===== src/rtl/piso_serializer_pkg.sv =====
// Shared defaults and state encoding for the parallel-in/serial-out serializer.
package piso_serializer_pkg;

  localparam int unsigned PKG_DATA_WIDTH = 16;
  localparam int unsigned PKG_NUM_REGS   = 8;
  localparam int unsigned PKG_IDX_W      = $clog2(PKG_NUM_REGS);

  typedef enum logic {
    ST_IDLE  = 1'b0,
    ST_SHIFT = 1'b1
  } state_e;

endpackage


===== src/rtl/piso_serializer.sv =====
// Parallel-in/serial-out serializer: loads NUM_REGS words in one handshake and
// emits them highest index first over a valid/ready stream.
// Optional feature macro: SER_DOUBLE_BUF_EN (hold buffer for gap-free blocks).
module piso_serializer
  import piso_serializer_pkg::*;
#(
  parameter int unsigned DATA_WIDTH = PKG_DATA_WIDTH,
  parameter int unsigned NUM_REGS   = PKG_NUM_REGS
) (
  input  logic                           clk,
  input  logic                           rst_n,
  input  logic [NUM_REGS*DATA_WIDTH-1:0] pDataIn,
  input  logic                           load_valid,
  output logic                           load_ready,
  output logic [DATA_WIDTH-1:0]          serialDataOut,
  output logic                           out_valid,
  input  logic                           out_ready,
  output logic                           out_last,
  output logic                           busy
);

  localparam int unsigned IdxW = $clog2(NUM_REGS);
  localparam int unsigned BufW = NUM_REGS * DATA_WIDTH;
  localparam logic [IdxW-1:0] LastIdx = IdxW'(NUM_REGS - 1);

  state_e          r_state, w_state_next;
  logic [IdxW-1:0] r_idx, w_idx_next;
  logic [BufW-1:0] r_buf, w_buf_next;

  logic                  w_load;
  logic                  w_xfer;
  logic                  w_last_xfer;
  logic [DATA_WIDTH-1:0] w_word;

`ifdef SER_DOUBLE_BUF_EN
  logic [BufW-1:0] r_hold, w_hold_next;
  logic            r_hold_full, w_hold_full_next;
  assign load_ready = !r_hold_full;
`else
  assign load_ready = (r_state == ST_IDLE);
`endif

  assign out_valid   = (r_state == ST_SHIFT);
  assign busy        = out_valid;
  assign out_last    = out_valid && (r_idx == '0);
  assign w_load      = load_valid && load_ready;
  assign w_xfer      = out_valid && out_ready;
  assign w_last_xfer = w_xfer && (r_idx == '0);

  // Select the word addressed by the index from the registered buffer.
  always_comb begin
    w_word = '0;
    for (int i = 0; i < NUM_REGS; i++) begin
      if (r_idx == IdxW'(i)) w_word = r_buf[i*DATA_WIDTH +: DATA_WIDTH];
    end
  end

  // Output is forced to zero whenever no sample is offered.
  assign serialDataOut = out_valid ? w_word : '0;

  // Next-state logic: load, index countdown and block completion.
  always_comb begin
    w_state_next = r_state;
    w_idx_next   = r_idx;
    w_buf_next   = r_buf;
`ifdef SER_DOUBLE_BUF_EN
    w_hold_next      = r_hold;
    w_hold_full_next = r_hold_full;
`endif
    unique case (r_state)
      ST_IDLE: begin
        if (w_load) begin
          w_buf_next   = pDataIn;
          w_idx_next   = LastIdx;
          w_state_next = ST_SHIFT;
        end
      end
      ST_SHIFT: begin
        if (w_xfer) begin
          if (r_idx != '0) begin
            w_idx_next = r_idx - 1'b1;
          end else begin
`ifdef SER_DOUBLE_BUF_EN
            if (r_hold_full) begin
              w_buf_next       = r_hold;
              w_idx_next       = LastIdx;
              w_hold_full_next = 1'b0;
            end else if (w_load) begin
              // Empty hold and a load on the final transfer: bypass the hold.
              w_buf_next = pDataIn;
              w_idx_next = LastIdx;
            end else begin
              w_state_next = ST_IDLE;
            end
`else
            w_state_next = ST_IDLE;
`endif
          end
        end
`ifdef SER_DOUBLE_BUF_EN
        if (w_load && !w_last_xfer) begin
          w_hold_next      = pDataIn;
          w_hold_full_next = 1'b1;
        end
`endif
      end
      default: w_state_next = ST_IDLE;
    endcase
  end

  // State, index and buffer registers.
  always_ff @(posedge clk or negedge rst_n) begin
    if (!rst_n) begin
      r_state <= ST_IDLE;
      r_idx   <= '0;
      r_buf   <= '0;
    end else begin
      r_state <= w_state_next;
      r_idx   <= w_idx_next;
      r_buf   <= w_buf_next;
    end
  end

`ifdef SER_DOUBLE_BUF_EN
  // Holding buffer for the block queued behind the one being shifted.
  always_ff @(posedge clk or negedge rst_n) begin
    if (!rst_n) begin
      r_hold      <= '0;
      r_hold_full <= 1'b0;
    end else begin
      r_hold      <= w_hold_next;
      r_hold_full <= w_hold_full_next;
    end
  end
`endif

endmodule

===== config.mk =====
export PLATFORM = sky130hd
export DESIGN_NAME = piso_serializer
export DESIGN_NICKNAME = d
export VERILOG_FILES = /design/src/rtl/piso_serializer_pkg.sv /design/src/rtl/piso_serializer.sv
export SDC_FILE = /design/constraint.sdc
export NUM_CORES = 1
export LEC_CHECK = 0
export ABC_AREA = 1
export CELL_PAD_IN_SITES_DETAIL_PLACEMENT = 1
export CELL_PAD_IN_SITES_GLOBAL_PLACEMENT = 1
export CORE_MARGIN = 4
export CORE_UTILIZATION = 39
export CTS_BUF_LIST = sky130_fd_sc_hd__clkbuf_16
export CTS_CLUSTER_DIAMETER = 50
export DETAILED_ROUTE_END_ITERATION = 16
export PLACE_DENSITY = 0.86
export SYNTH_ARGS = -nofsm -noshare
export SYNTH_HDL_FRONTEND = slang
export SYNTH_SLANG_ARGS = --single-unit

===== constraint.sdc =====
create_clock -name clk -period 1.94 [get_ports clk]
set_input_delay 0.291 -clock clk [delete_from_list [all_inputs] [get_ports clk]]
set_output_delay 0.291 -clock clk [all_outputs]
set_load 0.03 [all_outputs]

==> metrics, run 1 <==
vias in the first global route=6136; final setup fails=17; minimum clock period=2520 ps; CTS Buf Count=17; DRC viols=0; Yosys top cell area share=50.1%; Iter 0 DRT Violations=197; Vias/cell=5.09; # Max-Cap Violations=0; Distinct cells, synth=26; unrepaired setup endpoints after global routing=yes; Inst Count DP=991; final worst-path cycle share=130%; initial antenna violation count=0; die area=19000 µm²; worst IR drop on VDD=0.946 mV; Cells after Synth=639; finished layout cell area=9310 µm²; Worst Reg-to-Reg Cells=12; Worst slew margin=61.9%; clock skew=6.38 ps; Worst Setup Start Kind=register; Critical Path End Type=output port; area leader, netlist=dfrtp_1; insertion delay to the later sink of the worst-skew pair=430 ps; Area contributors post-synth=dfrtp_1 50%, mux2_2 20%, nand2_1 7.7%; fmax=397 MHz; DR pass1 iterations=4; power density cells=1800 nW/µm²; critical path fanouts, max=5; Non-Filler Instances=1041; TritonCTS clock tree=done; Setup TNS=-8950 ps; run status=finished with violations; Slew Limit Fails=0; layout cell share with drive strength beyond 1=30.6%; Antenna Cells=0; Syn Std Cell Area=6590 µm²; Seq/Total Area, Yosys=50.1%; io pins=152; H-tree levels=4; CP Class=reg -> out; dpl hpwl=14.1 mm; WP data required=1650 ps; Tot Pwr=16.8 mW; P&R area growth vs syn=41.3%; Clock Path Buffers=2; chip height=138 µm; per-cell routed wire length=20.2 µm; Cell Area, Placed=8350 µm²; P_leak=4.21 nW; data arrival time of the critical path=2230 ps; #FFs+latches synth=132; failing checks=setup timing; Placer Congestion=0.830; Final Hold Fails=0; slew of the pin with the lowest slew margin=572 ps; Starting Density=39.8%; final wirelength=21.0 mm; row cnt=47; Clk pin slew, worst setup/hold paths=60 ps; Ys Warns=0; Nets=945; Mapped Nets=776; post-route ant nets=0; worst hold path type=in -> async; core area=16600 µm²; largest net degree at the start of global routing=60; Tot GR Track Use=22.0%; first-pass GRT wire length=32.9 mm; mean post-synth cell area=10.3 µm²; CTS root buf=clkbuf_16; CTS Sinks=132; Buffers on Ports=151; DR vias=5298; aggregate global routing overflow=0; DIE WIDTH=138 µm; final worst slack=-577 ps
[layout make-up]
cell class,count,area (µm²)
clock inverter,15,119
inverter,58,240
clock buffer,17,425
sequential,132,3300
multi-input combinational,413,2930
tap,220,275
fill,1773,7270
timing repair buffer,186,2020
[logic make-up (layout without fill, tap and decap cells)]
kind of cell	Yosys count	in the layout	share of synthesized area, %
compound gates	56	56	5.20
flops	132	132	50.1
simple gates	223	225	14.4
fa+ha+maj	5	5	0.949
mux	127	127	21.7
buf+inv	96	276	7.63
[layout by cell type (no fill, tap or decap), types with 2 or more instances in the layout]
cell type | Yosys | layout
buf_12 | 0 | 12
inv_8 | 1 | 2
mux2_1 | 9 | 9
nand3_2 | 0 | 3
buf_6 | 8 | 22
clkinv_4 | 0 | 2
clkbuf_16 | 0 | 19
mux2_2 | 118 | 118
clkinv_2 | 0 | 2
a21oi_2 | 16 | 16
nor2_1 | 35 | 33
nand3_1 | 32 | 29
nand2_2 | 0 | 6
nand2_4 | 2 | 5
inv_1 | 53 | 49
o21ai_0 | 22 | 21
clkdlybuf4s50_1 | 0 | 130
dfrtp_1 | 132 | 131
inv_2 | 3 | 6
ha_4 | 0 | 3
clkinvlp_4 | 0 | 5
dlygate4sd2_1 | 0 | 3
nand2_1 | 136 | 128
nor2_4 | 0 | 2
o21ai_1 | 16 | 16
clkinv_1 | 0 | 2
nand4_1 | 16 | 16
buf_4 | 15 | 15
inv_4 | 1 | 3
[Yosys cell counts]
| library cell | instances |
|---|---|
| inv_4 | 1 |
| clkbuf_1 | 3 |
| buf_2 | 10 |
| mux2_1 | 9 |
| buf_4 | 15 |
| nand3_1 | 32 |
| nor2_1 | 35 |
| o21ai_1 | 16 |
| clkbuf_4 | 1 |
| buf_1 | 1 |
| nor2_8 | 1 |
| inv_8 | 1 |
| inv_2 | 3 |
| a21boi_1 | 1 |
| a21oi_1 | 1 |
| inv_1 | 53 |
| nand2_1 | 136 |
| o21ai_0 | 22 |
| dfrtp_1 | 132 |
| mux2_2 | 118 |
| nand2_4 | 2 |
| nand4_1 | 16 |
| ha_1 | 5 |
| a21oi_2 | 16 |
| buf_6 | 8 |
| nor2_2 | 1 |
[where the power goes]
group | switching (mW) | internal (mW)
Clock | 1.28 | 1.74
Sequential | 0.943 | 4.16
Combinational | 4.60 | 4.05
[critical path: stages (launching register included)]
cell and delay (ps):
dfrtp_1 430, inv_2 150, ha_4 240, clkbuf_16 170
nand3_1 80, nand2_1 70, inv_1 40, nand2_1 60
nand2_1 60, nand4_1 100, nand2_1 80, a21oi_2 160
buf_6 150
[timing repair]
item	in CTS	in global routing
pin swaps	12	21
buffers inserted	8	5
gates resized for setup	52	16
hold buffers	1	0
cloned	3	2
endpoints found under the hold margin	56	0
setup endpoints to repair	20	19
[flip-flops by register name, summed over array words and instances (netlist names)]
register,count
busy,1
r_buf,128
r_idx,3
[metrics by stage]
| stage | hold slack (ps) | setup WS, ps | util (%) |
|---|---|---|---|
| after detailed placement | 310 | -208 | 50.4 |
| after global routing | 462 | -695 | 56.2 |
| final | 423 | -577 | 56.2 |
| after global placement | 307 | -67.2 | 50.4 |
| after floorplan | -4.59 | 30.1 | - |
| after CTS | 431 | -508 | 55.3 |
[path summary, 6_finish.rpt]
check / startpoint / endpoint / slack, ps
setup / recovery: r_idx[1]$_DFFE_PN0P_ / serialDataOut[2] / -580
hold / removal: rst_n / r_buf[18]$_DFFE_PN0P_ / 420
setup reg to reg: r_idx[1]$_DFFE_PN0P_ / r_idx[2]$_DFFE_PN0P_ / 90
hold reg to reg: r_buf[85]$_DFFE_PN0P_ / r_buf[85]$_DFFE_PN0P_ / 500
max in group asynchronous: rst_n / r_buf[55]$_DFFE_PN0P_ / 840
min in group clk: pDataIn[88] / r_buf[88]$_DFFE_PN0P_ / 450
[layer usage]
layer	vias up	GRT usage [%]	share of wire [%]
li1	2442	-	-
met1	2694	24.5	39
met2	126	40.7	55
met3	36	5.11	3.7
met4	0	8.58	2.7
met5	-	0	0
Note: power is estimated with default switching activity, not from simulation.
==> run 2: changes to the inputs <==
- GPL_ROUTABILITY_DRIVEN: not set -> 0
==> results of run 2 <==
Final layout, timing and power as in run 1 (identical DEF).
==> run 3: changes to the inputs <==
- GPL_TIMING_DRIVEN: not set -> 0
==> run 3 against run 2 <==
Effect of this change: the flow still finishes with violations (setup timing); design area up 3.5%; sequential cell count unchanged; clock skew hardly changed; die area did not move; first-iteration DRC count grew 54%; utilization is 2.0 points higher.
==> metrics, run 3 (synthesized netlist as in run 1, its figures left out) <==
final worst-path cycle share=134%; clock skew=6.15 ps; Worst slew margin=59.7%; Fill cells=1790; worst hold path type=in -> async; core area=16600 µm²; Buffers on Ports=151; dpl hpwl=14.3 mm; row cnt=47; DR vias=5423; H-tree levels=4; Clk pin slew, worst setup/hold paths=60 ps; Inst Count DP=1011; chip height=138 µm; Non-Filler Instances=1067; final wirelength=21.8 mm; Cell Area, Placed=8410 µm²; unrepaired setup endpoints after global routing=yes; io pins=152; commonest non-fill, non-tap cells in the layout=131 x dfrtp_1, 131 x clkdlybuf4s50_1, 118 x mux2_2; DR pass1 iterations=4; WP data required=1650 ps; critical-path cell list=inv_2 > buf_12 > ha_4 > inv_4 > nor2_8 > nand3_1 > nand2_1 > nand2_1 > nand4_1 > nand2_1 > a21oi_2 > buf_6; per-cell routed wire length=20.5 µm; cell family with most CP delay=simple AND/OR/NAND/NOR gates; CP Class=reg -> out; Worst Reg-to-Reg Cells=13; final worst slack=-654 ps; minimum clock period=2590 ps; Clock Path Buffers=2; failing checks=setup timing; Reg2Reg Capture Point=r_idx[2]$_DFFE_PN0P_; Nets=971; Iter 0 DRT Violations=303; initial antenna violation count=0; worst IR drop on VDD=1.02 mV; final core occ=58.1%; CTS Buf Count=17; insertion delay to the later sink of the worst-skew pair=420 ps; die area=19000 µm²; fmax=385 MHz; critical path fanouts, max=6; P&R area growth vs syn=46.3%; Critical Path End Type=output port; finished layout cell area=9640 µm²; P_leak=4.36 nW; layout cell share with drive strength beyond 1=35.8%; Reg-to-Reg Start=r_idx[1]$_DFFE_PN0P_; run status=finished with violations; DRC viols=0; Slew Limit Fails=0; Post-Place Setup Slack=-845 ps; data arrival time of the critical path=2300 ps; Starting Density=39.8%; Tot GR Track Use=23.1%; slew of the pin with the lowest slew margin=604 ps; Crit path largest cell delay=400 ps; TritonCTS clock tree=done; Final Hold Fails=0; Vias/cell=5.08; setup slack, reg-to-reg=40 ps; post-route ant nets=0; aggregate global routing overflow=0; max reg flops=128; final setup fails=17; Buf+Inv Stages, Crit Path=4; power density cells=1860 nW/µm²; vias in the first global route=6181; # Max-Cap Violations=0; Antenna Cells=0; largest net degree at the start of global routing=75; critical path launch point=r_idx[1]$_DFFE_PN0P_; CP dominant cell by count=nand2_1; first-pass GRT wire length=34.2 mm; CTS Sinks=132; Worst Setup Start Kind=register; DIE WIDTH=138 µm; Setup TNS=-10220 ps; Most flops, register=r_buf; Slowest cell on crit path=dfrtp_1; CTS root buf=clkbuf_16
[run 3: repair_timing]
action,CTS,global route
setup buffers,18,4
endpoints found under the setup margin,18,21
gates cloned,2,1
hold buffers,1,0
resized for setup,178,42
endpoints found under the hold margin,58,0
pin swaps,39,35
[run 3: stage by stage]
stage / hold WS, ps / total power, mW
global placement: 476 / 12.3
CTS: 435 / 17.4
global route: 459 / 18.9
detailed placement: 312 / 12.6
floorplan: -4.59 / 9.90
finish: 406 / 17.9
[run 3: per-layer routing]
metal / GRT usage (%) / vias to the layer above / routed length, µm
li1: - / 2503 / -
met1: 28.6 / 2735 / 9190
met2: 40.0 / 143 / 11300
met3: 4.56 / 42 / 794
met4: 8.63 / 0 / 516
met5: 0 / - / 0
[run 3: cell type report]
class	count	area (µm²)	area share, %
Multi-Input combinational cell	411	3030	31.4
Tap cell	220	275	2.85
Timing Repair Buffer	177	1810	18.8
Buffer	37	318	3.30
Clock buffer	17	425	4.41
Sequential cell	132	3300	34.3
Inverter	58	240	2.49
Clock inverter	15	238	2.47
[run 3: worst max path at each step]
stage / endpoint / slack, ps / cells past startpoint
6_report: serialDataOut[4] / -650 / 12
5_1_grt: serialDataOut[1] / -770 / 13
4_1_cts: serialDataOut[6] / -630 / 13
3_5_place_dp: serialDataOut[4] / -840 / 12
3_3_place_gp: r_buf[103]$_DFFE_PN0P_ / -4890 / 1
2_1_floorplan: serialDataOut[10] / 30 / 12
[run 3: worst register-to-register path: stages, from the launching register on]
cell,delay [ps]
dfrtp_1,380
inv_2,100
buf_12,140
ha_4,160
inv_4,70
nor2_8,50
buf_6,130
buf_4,140
nand2_4,70
o21ai_4,70
nor2_4,180
nand2_2,100
a21boi_2,130
o21ai_1,70
[run 3: power breakdown]
group          leakage [nW]  total (mW)  switching [mW]  internal, mW
clock                 0.319        3.67            1.27          2.40
combinational          2.46        9.25            5.00          4.25
sequential             1.58        4.98           0.827          4.16
total                  4.36        17.9            7.10          10.8
==> variant 1, RTL diff (settings of run 3) <==
Build with the macro `SER_DOUBLE_BUF_EN` defined.
--- a/src/rtl/piso_serializer.sv
+++ b/src/rtl/piso_serializer.sv
@@ -1,6 +1,8 @@
 // Parallel-in/serial-out serializer: loads NUM_REGS words in one handshake and
 // emits them highest index first over a valid/ready stream.
 // Optional feature macro: SER_DOUBLE_BUF_EN (hold buffer for gap-free blocks).
+`define SER_DOUBLE_BUF_EN
+
 module piso_serializer
   import piso_serializer_pkg::*;
 #(
Formal check against the unedited RTL: not equivalent (a bounded check fails within 4 cycles, from zero or initial values and one cycle with rst_n low).
==> variant 1 against run 3 <==
- the flow still finishes with violations (negative setup slack)
- sequential cell count grew 129
- utilization grew 0.53 points
- wire length grew to 3.0 times the old value
- worst hold slack lost 61 ps
- synthesized area grew 98%
- total power grew 120%
- design area grew 99%
- setup slack lost 440 ps
==> variant 1: results (changes against run 3) <==
[timing]
layout_setup_ws_ps=-1100  ; -442 ps
hold-worst-slack_ps=345  ; -61.5 ps
setup_violations=280  ; +263
tightest_slew_ps=1140  ; +535 ps
clock_skew_ps=25.1  ; +19.0 ps

[setup_path]
worst_path_max_delay_cell=dfrtp_2
critPathMaxStageDelay_ps=480  ; +80 ps
cp_top_family=simple AND/OR/NAND/NOR gates
r2r-start=r_idx[1]
cp.arrival_ps=2750  ; +450 ps
crit_type=register to output port
path_max_fanout=5  ; -1

[global_routing]
grt_max_degree=92  ; +23%
antenna_found_initial=3  ; +3
grtUsageTotal_pct=28.2  ; +5.2 points
grt_pass1_wl_mm=80.2  ; +130%

[clocking]
htree_levels=2  ; -2
ctsLongestPathBuffers=3  ; +1
clkTransAtPathRegs_ps=70
clock_latency_ps=520  ; +100 ps
cts_buffers=34  ; +17
cts-root-buf=clkbuf_16

[placement]
postPlaceCellArea_sq_um=15300  ; +82%
io_buffers=151  ; unchanged
hpwlAfterDp_mm=30.2  ; +110%

[cells_and_area]
drive_gt1_share_pct=38.0  ; +2.2 points
nets=1756  ; +81%
n_fill_cell=3442  ; +92%
reg_top3=r_buf: 128 flops, r_hold: 128 flops, r_idx: 3 flops

[synth]
synth_commonest_cells=280 x o21ai_0, 261 x dfrtp_1, 187 x inv_1
yosys-top-cells-area=dfrtp_1 50%, mux2_4 13%, o21ai_0 11%
async_flop_share_pct=100  ; unchanged
synth_seq_area_share_pct=50.1  ; -0.052 points
synth_fp_nets=1503  ; +94%
yosysTopAreaCell=dfrtp_1
yosysWarnings=0  ; unchanged
synth.distinct_cells=25  ; -3.8%

[route]
drtIter0Drc=1284  ; +320%
wl_mm=65.0  ; +200%
vias=13119  ; +140%
drt-pass1-iter-count=7  ; +3

[power_and_ir_drop]
switching_share_pct=46.4  ; +6.8 points
ir_drop_v=0.000887  ; -13%
leakagePower_nw=8.67  ; +99%

[hold_path]
hp-class=primary input to async pin

[run_status]
status=finished with violations
violations=negative setup slack

[variant 1: what timing repair did]
action,CTS,global route
setup endpoints to repair,278,280
gates resized for setup,444,456
hold buffers,1,0
setup buffers,24,31
pin swaps,45,38
cloned,12,7
hold endpoints to repair,90,0
[variant 1: area by class of cell]
type                       instances  area, sq um  share of cell area [%]
multi-input combinational        807         6850                    35.6
sequential                       261         6540                    34.0
timing repair buffer             221         2630                    13.6
clock buffer                      37          926                    4.81
buffer                           104          811                    4.21
inverter                         190          723                    3.76
tap                              442          553                    2.87
clock inverter                    24          206                    1.07
antenna                            1         2.50                  0.0130
[variant 1: metrics by stage]
stage | setup TNS (ps) | instances | power, mW
final | -147690 | 2087 | 39.7
after global routing | -151620 | 2087 | 40.6
after detailed placement | -133910 | 1961 | 24.5
after floorplan | 0 | 1366 | 19.4
after global placement | -2816220 | 1959 | 23.7
after CTS | -92020 | 2058 | 33.8
[variant 1: path summary, 6_finish.rpt]
| kind | endpoint | slack (ps) | cells past startpoint |
|---|---|---|---|
| max | serialDataOut[10] | -1100 | 12 |
| min | r_hold[98] | 340 | 2 |
| max reg2reg | r_buf[109] | -870 | 18 |
| min reg2reg | r_hold[6] | 510 | 1 |
| max in group asynchronous | r_buf[12] | 230 | 4 |
| min in group clk | r_hold[23] | 430 | 2 |
[variant 1: cell families (layout without fill, tap and decap cells)]
| group | after synthesis | in the layout | synth area share [%] |
|---|---|---|---|
| mux | 128 | 128 | 14.2 |
| other cells | 0 | 1 | 0 |
| fa+ha+maj | 5 | 5 | 0.479 |
| compound gates | 442 | 442 | 18.3 |
| flops | 261 | 261 | 50.1 |
| simple gates | 232 | 232 | 7.47 |
| buf+inv | 298 | 576 | 9.54 |
[variant 1: power by group through the flow]
stage | Combinational (mW) | Clock [mW] | Sequential [mW]
global route | 22.5 | 6.85 | 11.2
CTS | 17.0 | 6.44 | 10.3
detailed placement | 14.3 | 0 | 10.2
floorplan | 10.0 | 0 | 9.38
global placement | 13.7 | 0 | 10.0
finish | 21.9 | 6.60 | 11.1
[variant 1: per-layer routing]
metal,global-route usage (%),up-vias,part of all wire (%)
met1,33.5,6617,35
li1,-,5197,-
met5,0,-,0.042
met3,5.22,410,8.0
met4,17.0,4,9.2
met2,47.7,891,47
==> variant 2, RTL diff (flow settings as in run 3) <==
Without the edit above. Take the reset off `r_buf` and load it in a clocked block of its own.
--- a/src/rtl/piso_serializer.sv
+++ b/src/rtl/piso_serializer.sv
@@ -113,12 +113,14 @@
     if (!rst_n) begin
       r_state <= ST_IDLE;
       r_idx   <= '0;
-      r_buf   <= '0;
     end else begin
       r_state <= w_state_next;
       r_idx   <= w_idx_next;
-      r_buf   <= w_buf_next;
     end
+  end
+
+  always_ff @(posedge clk) begin
+    r_buf <= w_buf_next;
   end
 
 `ifdef SER_DOUBLE_BUF_EN
Function: same outputs for any inputs over 10 cycles, from zero or initial values and one cycle with rst_n low; that may be too few to reach the edited logic, so the function may still have changed.
==> variant 2 against run 3 <==
- the run still ends with negative setup slack left
- design area decreased by 11%
- clock skew increased by 4.9 ps
- non-clock buffer count decreased by 17
- sequential power decreased by 25%
- sequential cell count unchanged
- sequential share of layout area increased by 12 points
- synthesized area decreased by 14%
- global-route usage decreased by 1.5 points
- setup slack improved by 100 ps
- count of clock-buffer cells in the layout unchanged
- total power decreased by 27%
- register-to-register slack improved by 110 ps
- wire length decreased by 20%
- critical endpoint is now serialDataOut[7]
==> variant 2: results (changes against run 3) <==
[cells_and_area]
multi_input_cells=281  ; -32%
final-nonclk-buf-share_pct=24.0  ; +2.0 points
clock_tree_area_fraction_pct=6.58  ; -0.30 points
signal_buffers=197  ; -7.9%
regArea_sq_um=3950  ; +19%
nets=827  ; -15%
inverters_excl_clock=61  ; +5.2%
drive_gt1_share_pct=23.8  ; -12 points
multiInputGateArea_sq_um=1540  ; -49%

[timing]
clock_skew_ps=11.0  ; +4.87 ps
relSlewSlack_pct=65.3  ; +5.5 points
tns_ps=-8410  ; +1810 ps
setup_violations=17  ; unchanged
layout_setup_ws_ps=-553  ; +101 ps

[setup_path]
cp.arrival_ps=2200  ; -100 ps
rrSetupSlack_ps=150  ; +110 ps
critPathMaxStageDelay_ps=460  ; +60 ps
critPathCapture=serialDataOut[7]
cp-startpoint=r_idx[0]
cp_top_family=buffers and inverters
worst_path_max_delay_cell=dfrtp_2
path_max_fanout=8  ; +2
r2r-start=busy
worst_r2r_path_depth=5  ; -8

[synth]
ys.flop_type=edfxtp_1
synth_seq_area_share_pct=69.5  ; +19 points
synth_compound_area_share_pct=5.14  ; -0.059 points
yosys.area_share.adder_pct=1.10  ; +0.15 points
synth_fp_nets=633  ; -18%
synth_mux_area_share_pct=0  ; -22 points
async_flop_share_pct=3.03  ; -97 points
synth.distinct_cells=24  ; -7.7%
synth_edf_count=128  ; +128
yosys-top-cells-area=edfxtp_1 68%, nand2_1 9.0%, inv_1 3.7%

[power_and_ir_drop]
seq_power_mw=3.74  ; -25%
comb_power_mw=6.24  ; -33%
switching_share_pct=39.1  ; -0.53 points
leakagePower_nw=3.30  ; -24%

[global_routing]
grt_use_met1_pct=25.0  ; -3.6 points
use_met2_pct=39.0  ; -1.0 points
grt_pass1_vias=4859  ; -21%
grt_util_met3_pct=5.69  ; +1.1 points
grtUsageTotal_pct=21.6  ; -1.5 points
grt_pass1_wl_mm=26.3  ; -23%

[route]
drt-pass1-iter-count=5  ; +1
wl_met3_um=899  ; +13%
wl_mm=17.5  ; -20%
wl_met2_mm=9.56  ; -15%
viasPerCell=4.94  ; -2.7%

[run_status]
status=finished with violations
violations=negative setup slack

[placement]
hpwlAfterDp_mm=12.0  ; -16%

[clocking]
cts_setup_buffers=15  ; -3

==> variant 2: changes by cell type in the layout (fill, tap and decap cells not counted), sizes merged, moves of 2 or more <==
cell / change
inv: +3
nand3: +2
nor2: -2
clkinvlp: +3
bufinv: -4
dlygate4sd2: +2
mux2: -127
nor3: +2
edfxtp: +128
o21ai: -5
buf: -18
dfrtp: -128
==> variant 2: through the flow <==
step | setup slack [ps] | area (sq um) | power, mW | instances | hold slack (ps)
4_1_cts | -588 | 8440 | 12.9 | 880 | 64.9
5_1_grt | -670 | 8590 | 13.8 | 883 | 86.9
3_5_place_dp | -861 | 7500 | 9.06 | 830 | 519
6_report | -553 | 8590 | 13.1 | 883 | 79.3
2_1_floorplan | -1290 | 5700 | 7.04 | 496 | -4.59
3_3_place_gp | -1890 | 7440 | 8.82 | 827 | 510
==> variant 2: kinds of logic after synthesis <==
family          after synthesis
compound gates               51
buf+inv                      83
simple gates                225
flops                       132
fa+ha+maj                     5
